File: src/rtl/gcd_sched_if.sv
`timescale 1ns/1ps
`default_nettype none
// ============================================================================
//  Module      : gcd_sched_if
//  Description : Request/response bundle between the requesting blocks and
//                the GCD scheduler.
//                  req_valid  NREQ        per-requester request valid
//                  req_a      NREQ*WIDTH  operand a, requester i at [i*WIDTH +: WIDTH]
//                  req_b      NREQ*WIDTH  operand b, packed like req_a
//                  req_ready  NREQ        one-hot grant/accept
//                  resp_valid 1           result valid
//                  resp_ready 1           consumer accepts result
//                  resp_z     WIDTH       gcd result
//                  resp_id    IDW         originating requester index
//                  resp_err   1           timeout flag
//                master = requester/consumer side, slave = scheduler side.
//  Revision    : 1.0 - initial release
// ============================================================================
interface gcd_sched_if #(
    parameter int WIDTH = 16,
    parameter int NREQ  = 4,
    parameter int IDW   = 2
) ();
    logic [NREQ-1:0]       req_valid;
    logic [NREQ*WIDTH-1:0] req_a;
    logic [NREQ*WIDTH-1:0] req_b;
    logic [NREQ-1:0]       req_ready;
    logic                  resp_valid;
    logic                  resp_ready;
    logic [WIDTH-1:0]      resp_z;
    logic [IDW-1:0]        resp_id;
    logic                  resp_err;

    modport master (
        output req_valid, req_a, req_b, resp_ready,
        input  req_ready, resp_valid, resp_z, resp_id, resp_err
    );

    modport slave (
        input  req_valid, req_a, req_b, resp_ready,
        output req_ready, resp_valid, resp_z, resp_id, resp_err
    );
endinterface
`default_nettype wire

File: src/rtl/gcd_sched.sv
`timescale 1ns/1ps
`default_nettype none
// ============================================================================
//  Module      : gcd_sched
//  Description : Round-robin scheduler sharing one iterative GCD engine among
//                NREQ requesters. Trivial operand cases (a==0 or b==0) are
//                answered without the engine; a watchdog bounds engine runs.
//  Ports       : clk        in   clock, rising edge
//                reset      in   asynchronous active-low reset
//                bus        slave modport of gcd_sched_if (request/response)
//                busy       out  high whenever the scheduler is not idle
//                gcd_e      out  engine load enable
//                gcd_a/b    out  engine operands
//                gcd_z      in   engine x register
//                gcd_v      in   engine done flag (y == 0)
//  Revision    : 1.0 - initial release
// ============================================================================
module gcd_sched #(
    parameter int WIDTH    = 16,
    parameter int NREQ     = 4,
    parameter int IDW      = 2,
    parameter int MAX_ITER = 65536
) (
    input  wire logic             clk,
    input  wire logic             reset,
    gcd_sched_if.slave            bus,
    output logic                  busy,
    output logic                  gcd_e,
    output logic [WIDTH-1:0]      gcd_a,
    output logic [WIDTH-1:0]      gcd_b,
    input  wire logic [WIDTH-1:0] gcd_z,
    input  wire logic             gcd_v
);

    localparam logic [1:0] c_IDLE = 2'd0;
    localparam logic [1:0] c_LOAD = 2'd1;
    localparam logic [1:0] c_RUN  = 2'd2;
    localparam logic [1:0] c_RESP = 2'd3;

    localparam logic [WIDTH:0] c_ITER_LAST = (WIDTH+1)'(MAX_ITER - 1);

    logic [1:0]       r_state;
    logic [IDW-1:0]   r_ptr;
    logic [WIDTH:0]   r_iter;
    logic [WIDTH-1:0] r_a;
    logic [WIDTH-1:0] r_b;
    logic [WIDTH-1:0] r_resp_z;
    logic [IDW-1:0]   r_resp_id;
    logic             r_resp_err;

    logic [WIDTH-1:0] w_a [NREQ];
    logic [WIDTH-1:0] w_b [NREQ];
    logic [IDW:0]     w_sum;
    logic [IDW-1:0]   w_gnt_id;
    logic [IDW-1:0]   w_next_ptr;
    logic             w_found;
    logic             w_accept;
    logic [WIDTH-1:0] w_sel_a;
    logic [WIDTH-1:0] w_sel_b;

    for (genvar gi = 0; gi < NREQ; gi++) begin : g_unpack
        assign w_a[gi] = bus.req_a[gi*WIDTH +: WIDTH];
        assign w_b[gi] = bus.req_b[gi*WIDTH +: WIDTH];
    end

    // Cyclic priority search starting at r_ptr; the first valid hit wins.
    always_comb begin
        w_found  = 1'b0;
        w_gnt_id = '0;
        w_sum    = '0;
        for (int k = 0; k < NREQ; k++) begin
            w_sum = {1'b0, r_ptr} + (IDW+1)'(k);
            if (w_sum >= (IDW+1)'(NREQ)) begin
                w_sum = w_sum - (IDW+1)'(NREQ);
            end
            if (!w_found && bus.req_valid[w_sum[IDW-1:0]]) begin
                w_found  = 1'b1;
                w_gnt_id = w_sum[IDW-1:0];
            end
        end
    end

    assign w_accept   = (r_state == c_IDLE) && w_found;
    assign w_next_ptr = (w_gnt_id == IDW'(NREQ - 1)) ? '0 : w_gnt_id + IDW'(1);
    assign w_sel_a    = w_a[w_gnt_id];
    assign w_sel_b    = w_b[w_gnt_id];

    assign bus.req_ready  = w_accept ? (NREQ'(1) << w_gnt_id) : '0;
    assign bus.resp_valid = (r_state == c_RESP);
    assign bus.resp_z     = r_resp_z;
    assign bus.resp_id    = r_resp_id;
    assign bus.resp_err   = r_resp_err;
    assign busy           = (r_state != c_IDLE);
    assign gcd_e          = (r_state == c_LOAD);
    assign gcd_a          = r_a;
    assign gcd_b          = r_b;

    always_ff @(posedge clk or negedge reset) begin
        if (!reset) begin
            r_state    <= c_IDLE;
            r_ptr      <= '0;
            r_iter     <= '0;
            r_a        <= '0;
            r_b        <= '0;
            r_resp_z   <= '0;
            r_resp_id  <= '0;
            r_resp_err <= 1'b0;
        end else begin
            case (r_state)
                c_IDLE: begin
                    if (w_accept) begin
                        r_ptr      <= w_next_ptr;
                        r_a        <= w_sel_a;
                        r_b        <= w_sel_b;
                        r_resp_id  <= w_gnt_id;
                        r_resp_err <= 1'b0;
                        // The engine never reaches y==0 when a==0, b!=0,
                        // so both zero-operand cases are answered here.
                        if (w_sel_b == '0) begin
                            r_resp_z <= w_sel_a;
                            r_state  <= c_RESP;
                        end else if (w_sel_a == '0) begin
                            r_resp_z <= w_sel_b;
                            r_state  <= c_RESP;
                        end else begin
                            r_state  <= c_LOAD;
                        end
                    end
                end
                c_LOAD: begin
                    // gcd_v is not looked at here: it still reflects the
                    // previous job's y register.
                    r_iter  <= '0;
                    r_state <= c_RUN;
                end
                c_RUN: begin
                    if (gcd_v) begin
                        r_resp_z <= gcd_z;
                        r_state  <= c_RESP;
                    end else if (r_iter == c_ITER_LAST) begin
                        r_resp_z   <= '0;
                        r_resp_err <= 1'b1;
                        r_state    <= c_RESP;
                    end else begin
                        r_iter <= r_iter + 1'b1;
                    end
                end
                default: begin
                    if (bus.resp_ready) begin
                        r_resp_err <= 1'b0;
                        r_state    <= c_IDLE;
                    end
                end
            endcase
        end
    end

endmodule
`default_nettype wire

File: src/flat_wrapper.sv
// flat-port wrapper written by rule: the top's interface ports become plain ports
module gcd_sched_flat 
#(
    parameter int WIDTH    = 16,
    parameter int NREQ     = 4,
    parameter int IDW      = 2,
    parameter int MAX_ITER = 65536
)
  (clk, reset, busy, gcd_e, gcd_a, gcd_b, gcd_z, gcd_v, bus_req_valid, bus_req_a, bus_req_b, bus_resp_ready, bus_req_ready, bus_resp_valid, bus_resp_z, bus_resp_id, bus_resp_err);
  gcd_sched_if #(.WIDTH(WIDTH), .NREQ(NREQ), .IDW(IDW)) bus_i ();
  input  wire logic clk;
  input  wire logic reset;
  output logic busy;
  output logic gcd_e;
  output logic [WIDTH-1:0] gcd_a;
  output logic [WIDTH-1:0] gcd_b;
  input  wire logic [WIDTH-1:0] gcd_z;
  input  wire logic gcd_v;
  input wire logic [$bits(bus_i.req_valid)-1:0] bus_req_valid;
  input wire logic [$bits(bus_i.req_a)-1:0] bus_req_a;
  input wire logic [$bits(bus_i.req_b)-1:0] bus_req_b;
  input wire logic [$bits(bus_i.resp_ready)-1:0] bus_resp_ready;
  output wire logic [$bits(bus_i.req_ready)-1:0] bus_req_ready;
  output wire logic [$bits(bus_i.resp_valid)-1:0] bus_resp_valid;
  output wire logic [$bits(bus_i.resp_z)-1:0] bus_resp_z;
  output wire logic [$bits(bus_i.resp_id)-1:0] bus_resp_id;
  output wire logic [$bits(bus_i.resp_err)-1:0] bus_resp_err;
  assign bus_i.req_valid = bus_req_valid;
  assign bus_i.req_a = bus_req_a;
  assign bus_i.req_b = bus_req_b;
  assign bus_i.resp_ready = bus_resp_ready;
  assign bus_req_ready = bus_i.req_ready;
  assign bus_resp_valid = bus_i.resp_valid;
  assign bus_resp_z = bus_i.resp_z;
  assign bus_resp_id = bus_i.resp_id;
  assign bus_resp_err = bus_i.resp_err;
  gcd_sched #(.WIDTH(WIDTH), .NREQ(NREQ), .IDW(IDW), .MAX_ITER(MAX_ITER)) u_core (.clk(clk), .reset(reset), .bus(bus_i), .busy(busy), .gcd_e(gcd_e), .gcd_a(gcd_a), .gcd_b(gcd_b), .gcd_z(gcd_z), .gcd_v(gcd_v));
endmodule
File: config.mk
export PLATFORM = sky130hd
export DESIGN_NAME = gcd_sched_flat
export DESIGN_NICKNAME = d
export VERILOG_FILES = /design/src/rtl/gcd_sched_if.sv /design/src/rtl/gcd_sched.sv /design/src/flat_wrapper.sv
export SDC_FILE = /design/constraint.sdc
export NUM_CORES = 1
export LEC_CHECK = 0
export ABC_CLOCK_PERIOD_IN_PS = 3500
export BUFFER_PORTS_ARGS = -buffer_cell sky130_fd_sc_hd__buf_2
export CAP_MARGIN = 20
export CELL_PAD_IN_SITES_DETAIL_PLACEMENT = 0
export CELL_PAD_IN_SITES_GLOBAL_PLACEMENT = 2
export CORE_ASPECT_RATIO = 0.6
export CORE_MARGIN = 8
export CORE_UTILIZATION = 27
export CTS_CLUSTER_SIZE = 24
export DETAILED_ROUTE_END_ITERATION = 16
export PLACE_DENSITY_LB_ADDON = 0.25
export SLEW_MARGIN = 25
export SYNTH_ARGS = -nofsm -noshare
export SYNTH_HDL_FRONTEND = slang
export SYNTH_SLANG_ARGS = --single-unit
export TNS_END_PERCENT = 1
File: constraint.sdc
create_clock -name clk -period 3.5 [get_ports clk]
set_input_delay 0.175 -clock clk [delete_from_list [all_inputs] [get_ports clk]]
set_output_delay 0.175 -clock clk [all_outputs]
set_load 0.05 [all_outputs]
Word-level counts from Yosys, hierarchy flattened:

Cells that the tools add are included.

* bits in registers: 72
* input port bits: 152
* output and inout port bits: 58
* logic and storage cells: 109

* add/subtract/negate cells: 9
* order comparisons: 9
* equality and inequality tests: 11
* shifts and indexed selects: 1
* mux-type cells: 49
* bitwise logic cells: 2
* reductions and logical operators: 20

Operators by type and width (count)
* $mux 16: 9
* $bmux 16 s2: 2
* $mux 17: 2
* $pmux 17 s2: 1
* $logic_not 16->1: 2
* $pmux 16 s2: 1
* $mux 2: 15
* $add 17x1->17 const B: 1
* $eq 17x16->1 const B: 1
* $ge 3x3->1 const B: 4
* $lt 2x3->1 const B: 4
* $mux 1: 12
* $bmux 1 s2: 4
* $sub 2x1->2 const B: 4
* $add 2x2->3 const B: 2
* $eq 2x2->1 const B: 3
* $pmux 2 s3: 1
* $reduce_and 3->1: 2
* $reduce_bool 2->1: 3
* $reduce_and 5->1: 1
* $logic_and 1x1->1: 4
* $mux 4: 1
* $ne 2x1->1 const B: 2
* $ne 2x2->1 const B: 2
* other kinds (16): 18

Logic depth before layout (Yosys ltp):

* depth in word-level cells: 23
* gate-level depth with buffers: 14
* gate-level depth less buffers: 13

Worst setup path before layout:

OpenSTA, ideal clock, no wires.

* path kind: flip-flop to flip-flop
* from: reg u_core.r_ptr[1]
* to: reg u_core.r_resp_z[0] (netlist: u_core.bus.resp_z[0])
* setup time: 0.128 ns
* arrival time: 2.914 ns
* required time: 3.372 ns
* slack: 0.459 ns
* cell stages (with the launch flop): 14
* path buffers: 4
* cells stage by stage: dfrtp_1 nand2_1 a221o_1 buf_6 buf_6 and3_1 a211oi_1 o22ai_1 or4_4 buf_6 o22ai_2 a21oi_2 buf_6 mux2_1

* word-level cells in the longest chain between the ends: 22
* elaborated cells between the ends (all ways): 54
* those cells by class: 7 x add/sub; 4 x order compare; 2 x eq/ne; 30 x mux; 1 x bitwise; 10 x reduce/logical

Ends and longest elaborated chain
* start, declared: line gcd_sched.sv:43 `logic [IDW-1:0] r_ptr;`
* start signal, assigned: line gcd_sched.sv:112 `r_ptr <= w_next_ptr;`
* parallel branches: the longest is 22 deep, another holds $add 2x1->3
* end signal, assigned: line gcd_sched.sv:120 `r_resp_z <= w_sel_a;`
* end signal, assigned: line gcd_sched.sv:123 `r_resp_z <= w_sel_b;`
* end signal, assigned: line gcd_sched.sv:138 `r_resp_z <= gcd_z;`
* end, declared: line gcd_sched.sv:47 `logic [WIDTH-1:0] r_resp_z;`

Several ways; the timed one is not identified. The select of a mux whose other input is x is not followed.
A chain may end at the register's enable or synchronous reset.

Worst setup path after layout:

* from: reg u_core.r_ptr[1]
* to: reg u_core.r_resp_z[14] (netlist: u_core.bus.resp_z[14])

* word-level cells in the longest chain between the ends: 22
* elaborated cells between the ends (all ways): 54
* those cells by class: 7 x add/sub; 4 x order compare; 2 x eq/ne; 30 x mux; 1 x bitwise; 10 x reduce/logical

Ends and longest elaborated chain
* parallel branches: the longest is 13 deep, another holds $add 2x1->3
* $mux 2 (*): line gcd_sched.sv:76 `if (!w_found && bus.req_valid[w_sum[IDW-1:0]]) begin`
* via u_core.w_gnt_id[1]: line gcd_sched.sv:54 `logic [IDW-1:0] w_gnt_id;`
* $not 2->3 (not written as such) (*): line gcd_sched.sv:85, gcd_sched.sv:86
* $bmux 16 s2: line gcd_sched.sv:86 `assign w_sel_b = w_b[w_gnt_id];`
* $mux 16 (not written as such) (2 in series): line gcd_sched.sv:86
* $logic_not 16->1 or $mux 16 (tied branches): line gcd_sched.sv:119, gcd_sched.sv:122
* $mux 16: line gcd_sched.sv:119 `if (w_sel_b == '0) begin`
* $mux 16: line gcd_sched.sv:111 `if (w_accept) begin`
* $pmux 16 s2: line gcd_sched.sv:109 `case (r_state)`

Mark *: on every way through the listed nets, which the timed path passes. The select of a mux whose other input is x is not followed.

==> out/qor.txt <==
die height: 120 um
pre-CTS WS: -0.119 ns
clock-pin slew reported for the worst setup and hold paths after clock tree synthesis: 0.06 ns
max_cap viols: 0
DRC: 0
final hold violation count: 0
Total Routing Usage GR: 16.9%
clock group share of total power: 14.0%
critical path data arrival time: 3.57 ns
internal power: 2.94 mW
worst relative slew slack: 54.0%
CTS Root Buffer Type: clkbuf_16
#FFs+latches synth: 72
vias in the first global route: 5325
initial core utilization: 27.2%
Layout Nets: 915
maximum number of pins on one net before global-route repair: 73
via density per instance: 5.03
starting DRC count in detailed routing: 327
post-synthesis instance area: 0.00485 mm2
antenna violations before repair: 4
number of optimization iterations in the first detailed-route pass: 5
number of input and output port buffers inserted: 209
net count after synthesis: 726
final RePlAce weighted congestion: 0.802
Slew @ Worst Pin: 0.691 ns
fmax: 0.303 GHz
fraction of power consumed by combinational cells: 63.4%
clock tree from TritonCTS: yes
number of synthesis warnings: 0
switching share of power: 53.5%
placeable core region: 0.0178 mm2
final worst-path setup slack: 0.201 ns
max-slew violations: 0
CP required: 3.77 ns
total via count after detailed routing: 5019
CTS Buf Count: 9
Synth top area share: 37.2%
number of rows in the core area: 38
mean instance size in the synthesized netlist: 8.61 um2
post-detailed-routing wire length: 19.7 mm
category of the critical setup timing path: reg2reg
number of enable flip-flop cells after synthesis: 0
level count of the clock H-tree: 3
element type at the critical path start: register
Cells after Synth: 563
number of filler instances in the final layout: 1935
overflow left after global routing: 0
Clock Skew: 0.00848 ns
dominant synthesized flop cell: dfrtp_1
Hold WC Path Type: in2reg
switching power: 3.37 mW
standby leakage power: 3.17 nW
Final Total Pwr: 6.31 mW
final core utilization: 36.5%
final setup violation count: 0
Async SR Flop Fraction: 100%
area overhead of the layout relative to synthesis: 34.1%
antenna viol nets, final: 0
power per cell area: 970 mW/mm2
die footprint: 0.0226 mm2
first-pass GRT wire length: 30.1 mm
unrepaired setup endpoints after global routing: no
most common library cells after synthesis: 72 x and3_1, 72 x dfrtp_1, 63 x a211oi_1
maximum VDD drop: 0.460 mV
maximum fanout encountered on the critical timing path: 25
mean routed wirelength per cell: 19.7 um
clk sinks: 72
worst hold slack: 0.196 ns
horizontal die dimension: 189 um
cell type with the highest aggregate area in the netlist: dfrtp_1
portion of total power attributed to sequential cells: 22.5%
top cells by area in the synthesized netlist: dfrtp_1 37%, a211oi_1 9.8%, and3_1 9.3%, o21ai_0 5.7%, or2_2 4.3%
post-layout minimum cycle time: 3.30 ns
placed wire-length estimate: 16.1 mm
maximum buffer depth of the clock tree: 2
run status: finished clean
Unique masters post-synth: 45
total I/O pin count: 210
sequential fraction of the synthesis area: 37.2%
share of post-route cells with drive strength above 1: 39.4%
post-route fraction of the period consumed by the critical path: 94.3%
kind of capture point of the worst setup path: register
insertion delay to the later sink of the worst-skew pair: 0.33 ns
==> metrics by stage <==
stage | instances | instance area [um2] | TNS, ns
final | 998 | 6500 | 0
after detailed placement | 980 | 6150 | -1.37
after floorplan | 563 | 4850 | 0
after global placement | 980 | 6150 | -0.278
after global routing | 998 | 6500 | 0
after CTS | 996 | 6450 | 0
==> final cells by class <==
| type | instances | area [um2] | share of cell area [%] |
|---|---|---|---|
| clock inverters | 4 | 27.5 | 0.423 |
| diodes | 1 | 2.50 | 0.0385 |
| repair buffers | 228 | 1240 | 19.1 |
| multi-input cells | 430 | 2820 | 43.4 |
| well taps | 240 | 300 | 4.62 |
| inverters | 11 | 43.8 | 0.674 |
| flip-flops and latches | 72 | 1800 | 27.7 |
| clock buffers | 12 | 267 | 4.10 |
==> placed cells by master, fill, tap and decap left out, types with 7 or more instances in the layout <==
cell type / instances
mux2_1: 10
buf_2: 208
mux2_2: 7
o31a_1: 16
nor2_1: 17
and3_1: 72
o22ai_1: 16
ha_1: 11
a211oi_1: 59
buf_4: 14
nand2_1: 44
nand3_1: 24
or2_2: 33
dfrtp_1: 72
clkbuf_16: 9
a21oi_1: 11
inv_1: 9
o21ai_0: 55
==> worst max-delay path, cell delays in order, from the launching register on <==
cell      delay, ns
dfrtp_1        0.42
nand2_1        0.11
a221o_1        0.17
and2_1         0.23
inv_4          0.15
buf_4          0.20
a211oi_2       0.30
o22ai_1        0.15
or4_1          0.63
buf_4          0.25
o31a_1         0.32
o21ai_0        0.14
mux2_1         0.15
==> logic make-up after synthesis <==
group                    Yosys count  share of synthesized area [%]
XOR/XNOR                           9                           1.63
multiplexers                      18                           4.15
flip-flops                        72                           37.2
AND/OR/NAND/NOR                  218                           24.8
buffers and inverters             61                           5.70
AO/OA/AOI/OAI                    174                           23.7
adder cells (fa/ha/maj)           11                           2.84
==> what timing repair did <==
action	4_1_cts	5_1_grt
cloned	0	0
hold buffers	0	1
hold endpoints to repair	0	72
endpoints found under the setup margin	16	17
setup buffers	0	0
resized for setup	2	7
==> metal layers <==
| layer | part of all wire (%) | GRT usage, % |
|---|---|---|
| met5 | 0.16 | 0 |
| met4 | 1.1 | 2.72 |
| met3 | 11 | 7.36 |
| met2 | 43 | 25.4 |
| met1 | 45 | 22.6 |
==> state kept, by name (all words and copies together) (netlist names) <==
signal / count
u_core.bus.resp_id: 2
u_core.bus.resp_err: 1
u_core.gcd_b: 16
u_core.r_state: 2
u_core.bus.resp_z: 16
u_core.gcd_a: 16
u_core.r_iter: 17
u_core.r_ptr: 2
==> path summary, 6_finish.rpt <==
check,start,end,slack (ns),depth (start not counted)
hold reg to reg,u_core.gcd_a[14]$_DFFE_PN0P_,u_core.gcd_a[14]$_DFFE_PN0P_,0.48,2
max in group asynchronous,reset,u_core.r_iter[0]$_DFFE_PN0P_,2.58,2
hold / removal,gcd_z[9],u_core.bus.resp_z[9]$_DFFE_PN0P_,0.20,4
min in group asynchronous,reset,u_core.r_iter[10]$_DFFE_PN0P_,0.44,2
setup reg to reg,u_core.r_ptr[1]$_DFFE_PN0P_,u_core.bus.resp_z[14]$_DFFE_PN0P_,0.20,12
setup / recovery,u_core.r_ptr[1]$_DFFE_PN0P_,u_core.bus.resp_z[14]$_DFFE_PN0P_,0.20,12
==> power groups by stage <==
stage               combinational, mW  clock [mW]  sequential [mW]
finish                           4.00       0.886             1.42
global route                     4.35       0.943             1.46
CTS                              4.03       0.905             1.42
detailed placement               4.01           0             1.43
global placement                 3.96           0             1.42
floorplan                        1.81           0             2.39
Note: power is estimated with default switching activity, not from simulation.
